**config.mk**
```make
export PLATFORM = sky130hd
export DESIGN_NAME = uart_tx_arbiter
export DESIGN_NICKNAME = d
export VERILOG_FILES = /design/src/rtl/uart_tx_arbiter.sv
export SDC_FILE = /design/constraint.sdc
export NUM_CORES = 1
export LEC_CHECK = 0
export BUFFER_PORTS_ARGS = -buffer_cell sky130_fd_sc_hd__buf_2
export CORE_MARGIN = 4
export CORE_UTILIZATION = 45
export DETAILED_ROUTE_END_ITERATION = 16
export PLACE_DENSITY_LB_ADDON = 0.25
export REMOVE_ABC_BUFFERS = 1
export SLEW_MARGIN = 20
export SYNTH_ARGS = -nofsm -noshare
export SYNTH_HDL_FRONTEND = slang
export SYNTH_SLANG_ARGS = --single-unit
```
**constraint.sdc**
```tcl
create_clock -name clk -period 7.1 [get_ports clk]
set_input_delay 1.775 -clock clk [delete_from_list [all_inputs] [get_ports clk]]
set_output_delay 1.775 -clock clk [all_outputs]
set_load 0.1 [all_outputs]
```
**src/rtl/uart_tx_arbiter.sv**
```systemverilog
// Round-robin arbiter sharing one UART transmit port between NREQ byte producers, with an optional per-owner lock.
// Latency: req seen in IDLE at edge k -> uart_we high after k+1 (port not full), ack after k+1+STROBE_CYC.
// Backpressure: uart_busy holds the byte in WAIT indefinitely; once strobing, uart_busy is ignored.
//
// Ports:
//   clk, rst_n      clock, asynchronous active-low reset
//   req[NREQ]       level byte request per requester
//   lock[NREQ]      owner keeps the grant across bytes while high
//   data[8*NREQ]    byte per requester, requester i at [8i+7:8i]
//   ack[NREQ]       one-cycle pulse when the owner's byte has been strobed
//   grant[NREQ]     one-hot current owner, 0 when none
//   uart_data[8]    byte to the port
//   uart_we         write strobe to the port (edge-detected there)
//   uart_busy       port FIFO full
module uart_tx_arbiter #(
    parameter int NREQ       = 3,
    parameter int STROBE_CYC = 2,
    parameter int GAP_CYC    = 2,
    parameter int LOCK_TO    = 255
) (
    input  logic                clk,
    input  logic                rst_n,
    input  logic [NREQ-1:0]     req,
    input  logic [NREQ-1:0]     lock,
    input  logic [8*NREQ-1:0]   data,
    output logic [NREQ-1:0]     ack,
    output logic [NREQ-1:0]     grant,
    output logic [7:0]          uart_data,
    output logic                uart_we,
    input  logic                uart_busy
);

    localparam int PW = (NREQ > 1) ? $clog2(NREQ) : 1;
    localparam logic [7:0] STROBE_LAST = 8'(STROBE_CYC - 1);
    localparam logic [7:0] GAP_LAST    = 8'(GAP_CYC - 1);
    localparam logic [7:0] LOCK_LAST   = 8'(LOCK_TO - 1);
    localparam logic [PW-1:0] PTR_RST  = PW'(NREQ - 1);

    typedef enum logic [1:0] {
        S_IDLE,
        S_WAIT,
        S_STROBE,
        S_GAP
    } state_t;

    state_t          state, state_nxt;
    logic [NREQ-1:0] ack_nxt, grant_nxt;
    logic [7:0]      data_nxt;
    logic            we_nxt;
    logic [PW-1:0]   ptr, ptr_nxt;     // last winner; also the owner index while grant != 0
    logic [7:0]      lock_cnt, lock_cnt_nxt;
    logic [7:0]      cyc_cnt, cyc_nxt;

    logic [7:0]      byte_in [NREQ];

    for (genvar g = 0; g < NREQ; g++) begin : g_bytes
        assign byte_in[g] = data[8*g +: 8];
    end

    // (p + i) mod NREQ for 1 <= i <= NREQ without a divider.
    function automatic logic [PW-1:0] wrap_add(input logic [PW-1:0] p, input int i);
        int s;
        s = int'(p) + i;
        if (s >= NREQ) begin
            s = s - NREQ;
        end
        return PW'(s);
    endfunction

    // Round-robin pick: scan ptr+1, ptr+2, ... so the previous winner comes last.
    logic            found;
    logic [PW-1:0]   win, cand;
    logic [NREQ-1:0] win_onehot;

    always_comb begin
        found      = 1'b0;
        win        = ptr;
        cand       = ptr;
        for (int i = 1; i <= NREQ; i++) begin
            cand = wrap_add(ptr, i);
            if (!found && req[cand]) begin
                found = 1'b1;
                win   = cand;
            end
        end
        win_onehot      = '0;
        win_onehot[win] = 1'b1;
    end

    logic owner_locked;
    assign owner_locked = (grant != '0) && lock[ptr];

    always_ff @(posedge clk or negedge rst_n) begin
        if (!rst_n) begin
            state     <= S_IDLE;
            ack       <= '0;
            grant     <= '0;
            uart_data <= '0;
            uart_we   <= 1'b0;
            ptr       <= PTR_RST;
            lock_cnt  <= '0;
            cyc_cnt   <= '0;
        end else begin
            state     <= state_nxt;
            ack       <= ack_nxt;
            grant     <= grant_nxt;
            uart_data <= data_nxt;
            uart_we   <= we_nxt;
            ptr       <= ptr_nxt;
            lock_cnt  <= lock_cnt_nxt;
            cyc_cnt   <= cyc_nxt;
        end
    end

    always_comb begin
        state_nxt    = state;
        ack_nxt      = '0;
        grant_nxt    = grant;
        data_nxt     = uart_data;
        we_nxt       = uart_we;
        ptr_nxt      = ptr;
        lock_cnt_nxt = '0;           // cleared unless a locked owner idles this cycle
        cyc_nxt      = cyc_cnt;

        case (state)
            S_IDLE: begin
                if (owner_locked) begin
                    if (req[ptr]) begin
                        data_nxt  = byte_in[ptr];
                        state_nxt = S_WAIT;
                    end else if (lock_cnt == LOCK_LAST) begin
                        // Owner idled too long: drop it; ptr stays so it goes last next time.
                        grant_nxt = '0;
                    end else begin
                        lock_cnt_nxt = lock_cnt + 8'd1;
                    end
                end else if (found) begin
                    grant_nxt = win_onehot;
                    ptr_nxt   = win;
                    data_nxt  = byte_in[win];
                    state_nxt = S_WAIT;
                end else begin
                    grant_nxt = '0;
                end
            end

            S_WAIT: begin
                if (!uart_busy) begin
                    we_nxt    = 1'b1;
                    cyc_nxt   = '0;
                    state_nxt = S_STROBE;
                end
            end

            S_STROBE: begin
                if (cyc_cnt == STROBE_LAST) begin
                    we_nxt    = 1'b0;
                    ack_nxt   = grant;
                    cyc_nxt   = '0;
                    state_nxt = S_GAP;
                end else begin
                    cyc_nxt = cyc_cnt + 8'd1;
                end
            end

            S_GAP: begin
                if (cyc_cnt == GAP_LAST) begin
                    cyc_nxt   = '0;
                    state_nxt = S_IDLE;
                end else begin
                    cyc_nxt = cyc_cnt + 8'd1;
                end
            end

            default: begin
                state_nxt = S_IDLE;
            end
        endcase
    end

endmodule

```
==> flow_summary.json <==
{
  "cp_slowest_stage_delay_ns": 0.79,
  "synth_flop_cell": "dfrtp_1",
  "drt_iter0_drc": 108,
  "worst_slew_pin_slew_ns": 0.999,
  "netlist_top_cells_count": "34 x dfrtp_1, 26 x nor2_1, 24 x nand2_1",
  "p_leak_nw": 1.34,
  "cts_setup_buffers": 0,
  "dp_hpwl_um": 3790,
  "globalplace.congestion": 0.793,
  "maxCapViolCount": 0,
  "async_flop_share_pct": 100,
  "clkLatencyLatePin_ns": 0.30,
  "coreArea_mm2": 0.00511,
  "yosysSeqAreaShare_pct": 37.0,
  "grt_pass1_vias": 1940,
  "r2r_setup_slack_ns": 3.80,
  "hold_class": "reg2reg",
  "status": "finished, final reports clean",
  "power_per_cell_area_mw_per_mm2": 502,
  "critPathSlowestCell": "o22ai_1",
  "dieArea_mm2": 0.00650,
  "num_antenna_cells": 0,
  "drive_gt1_share_pct": 21.7,
  "fin_nets": 343,
  "vias": 2038,
  "drc": 0,
  "antenna_found_initial": 0,
  "vias_per_cell": 5.52,
  "grt_max_degree": 36,
  "skew_ns": 0.0128,
  "start_util_pct": 46.5,
  "whs_path_depth": 1,
  "fin_crit_ns": 3.55,
  "setup_viol": 0,
  "worst-r2r-cell-count": 9,
  "cts_resized": 0,
  "synth_top_area_share_pct": 35.8,
  "max_freq_mhz": 282,
  "drt-pass1-iter-count": 5,
  "syn-cell-area_mm2": 0.00237,
  "layout.cells.non_filler": 369,
  "netlist_top_cells_area": "dfrtp_1 36%, mux2i_1 8.9%, ha_1 6.3%",
  "crit_type": "in2reg",
  "die_h_um": 80.6,
  "cts_root_buffer": "clkbuf_8",
  "wirelength_um": 5100,
  "synth_enable_flop_cells": 0,
  "cts_tree": "done",
  "syn_inst": 256,
  "finalSetupTns_ns": 0,
  "gr-total-overflow": 0,
  "whs_ns": 0.490,
  "syn_avg_cell_area_um2": 9.27,
  "hold_viol": 0,
  "cp-start-kind": "primary input",
  "path_cells": "buf_2 -> nand2_1 -> o22ai_1 -> mux2i_1 -> a221oi_1 -> mux2_2",
  "dp.cells": 361,
  "fp.dieW_um": 80.6,
  "timing.final.crit_share_pct": 50.0,
  "io_buffers": 47,
  "worstPathRequired_ns": 7.27,
  "worst_ep_arrival_time_ns": 3.72,
  "rsz0062_at_grt": "false",
  "clkTransAtPathRegs_ns": 0.07,
  "clock_sinks": 35,
  "cts_buffers": 5,
  "io_pins": 48,
  "slew_headroom_pct": 33.4,
  "grt_first_pass_wirelength_um": 8740,
  "ant_nets": 0,
  "num_rows": 26,
  "cp-end-kind": "flop",
  "routedWlPerCell_um": 13.8,
  "synth_top_area_cell": "dfrtp_1",
  "ys_ff_latch": 35,
  "hp-start": "lock_cnt[0]",
  "yosys_warnings": 0,
  "grtUsageTotal_pct": 16.9,
  "cts_hold_buf": 0,
  "clockBufferDepth": 2,
  "r2r_start": "ptr[0]",
  "yosys.cell_count.top_type": "dfrtp_1",
  "critical_path.max_fanout": 12,
  "hold_end": "lock_cnt[0]",
  "yosysUniqueCellTypes": 52,
  "r2r_end": "uart_data[1]",
  "htreeDepth": 2,
  "final-max-slew-violation-count": 0,
  "ir_drop_uv": 314,
  "area_growth_pct": 15.1
}
-- stage by stage --
stage | util [%] | area [um2] | power [mW] | setup WS, ns
3_5_place_dp | 51.3 | 2620 | 1.19 | 3.22
2_1_floorplan | - | 2290 | 1.01 | 3.38
5_1_grt | 53.5 | 2730 | 1.46 | 3.29
3_3_place_gp | 51.3 | 2620 | 1.18 | 3.36
6_report | 53.5 | 2730 | 1.37 | 3.55
4_1_cts | 53.5 | 2730 | 1.38 | 3.53
-- cells by family (layout without fill, tap and decap cells) --
family | count (synthesis) | after routing | share of synthesized area, %
and+or+nand+nor | 84 | 84 | 17.0
DFF | 35 | 35 | 37.0
adders and majority gates | 12 | 12 | 6.33
muxes | 25 | 25 | 10.9
buffers and inverters | 29 | 72 | 6.06
AOI/OAI and AO/OA | 65 | 65 | 20.5
xor gates and xnor gates | 6 | 6 | 2.21
-- power by group --
group / internal (mW) / switching, mW
combinational: 0.273 / 0.594
sequential: 0.256 / 0.0688
clock: 0.105 / 0.0771
-- final cells by class --
type / instances / area, um2
well taps: 70 / 87.6
clock inverters: 3 / 43.8
multi-input cells: 192 / 1350
fillers: 493 / 2370
repair buffers: 48 / 243
inverters: 16 / 60.1
clock buffers: 5 / 68.8
flip-flops and latches: 35 / 877
-- how the worst max path moves through the flow --
| stage | endpoint | slack (ns) | start | depth (start not counted) |
|---|---|---|---|---|
| 2_1_floorplan | uart_data[0] | 3.38 | req[2] | 6 |
| 3_3_place_gp | state[1] | 3.36 | req[1] | 6 |
| 3_5_place_dp | state[1] | 3.22 | req[1] | 6 |
| 4_1_cts | state[1] | 3.53 | req[1] | 6 |
| 5_1_grt | state[1] | 3.29 | req[1] | 6 |
| 6_report | state[1] | 3.55 | req[1] | 6 |
-- cells in the final DEF, fill, tap and decap left out, types with 5 or more instances in the layout --
master    Yosys  layout
buf_2         4      47
dfrtp_1      34      34
nor2_1       26      26
nand2_1      24      24
mux2i_1      21      21
inv_1        16      16
o21ai_0      14      14
a21oi_1      12      12
ha_1         12      12
and3_1        8       8
nand4_1       8       8
o221ai_1      8       8
o211a_1       8       8
nand3_1       6       6
clkbuf_8      0       5
-- per-layer routing --
| metal | GRT usage (%) | share of wire [%] | wire, um |
|---|---|---|---|
| met4 | 4.56 | 1.1 | 54 |
| met2 | 28.1 | 46 | 2340 |
| met3 | 3.92 | 4.8 | 247 |
| met5 | 0 | 0 | 0 |
| met1 | 21.8 | 48 | 2460 |
-- state kept, by name, summed over array words and instances (netlist names) --
name / flops
lock_cnt: 8
state: 2
ack: 3
cyc_cnt: 8
uart_data: 8
grant: 3
uart_we: 1
ptr: 2
-- worst max-delay path: cells and delay by family --
| family | cells | cell delay [ns] |
|---|---|---|
| muxes | 2 | 0.57 |
| buffers and inverters | 1 | 0.14 |
| and+or+nand+nor | 1 | 0.07 |
| AOI/OAI and AO/OA | 2 | 1.17 |
Power figures use the tool's default switching activity.
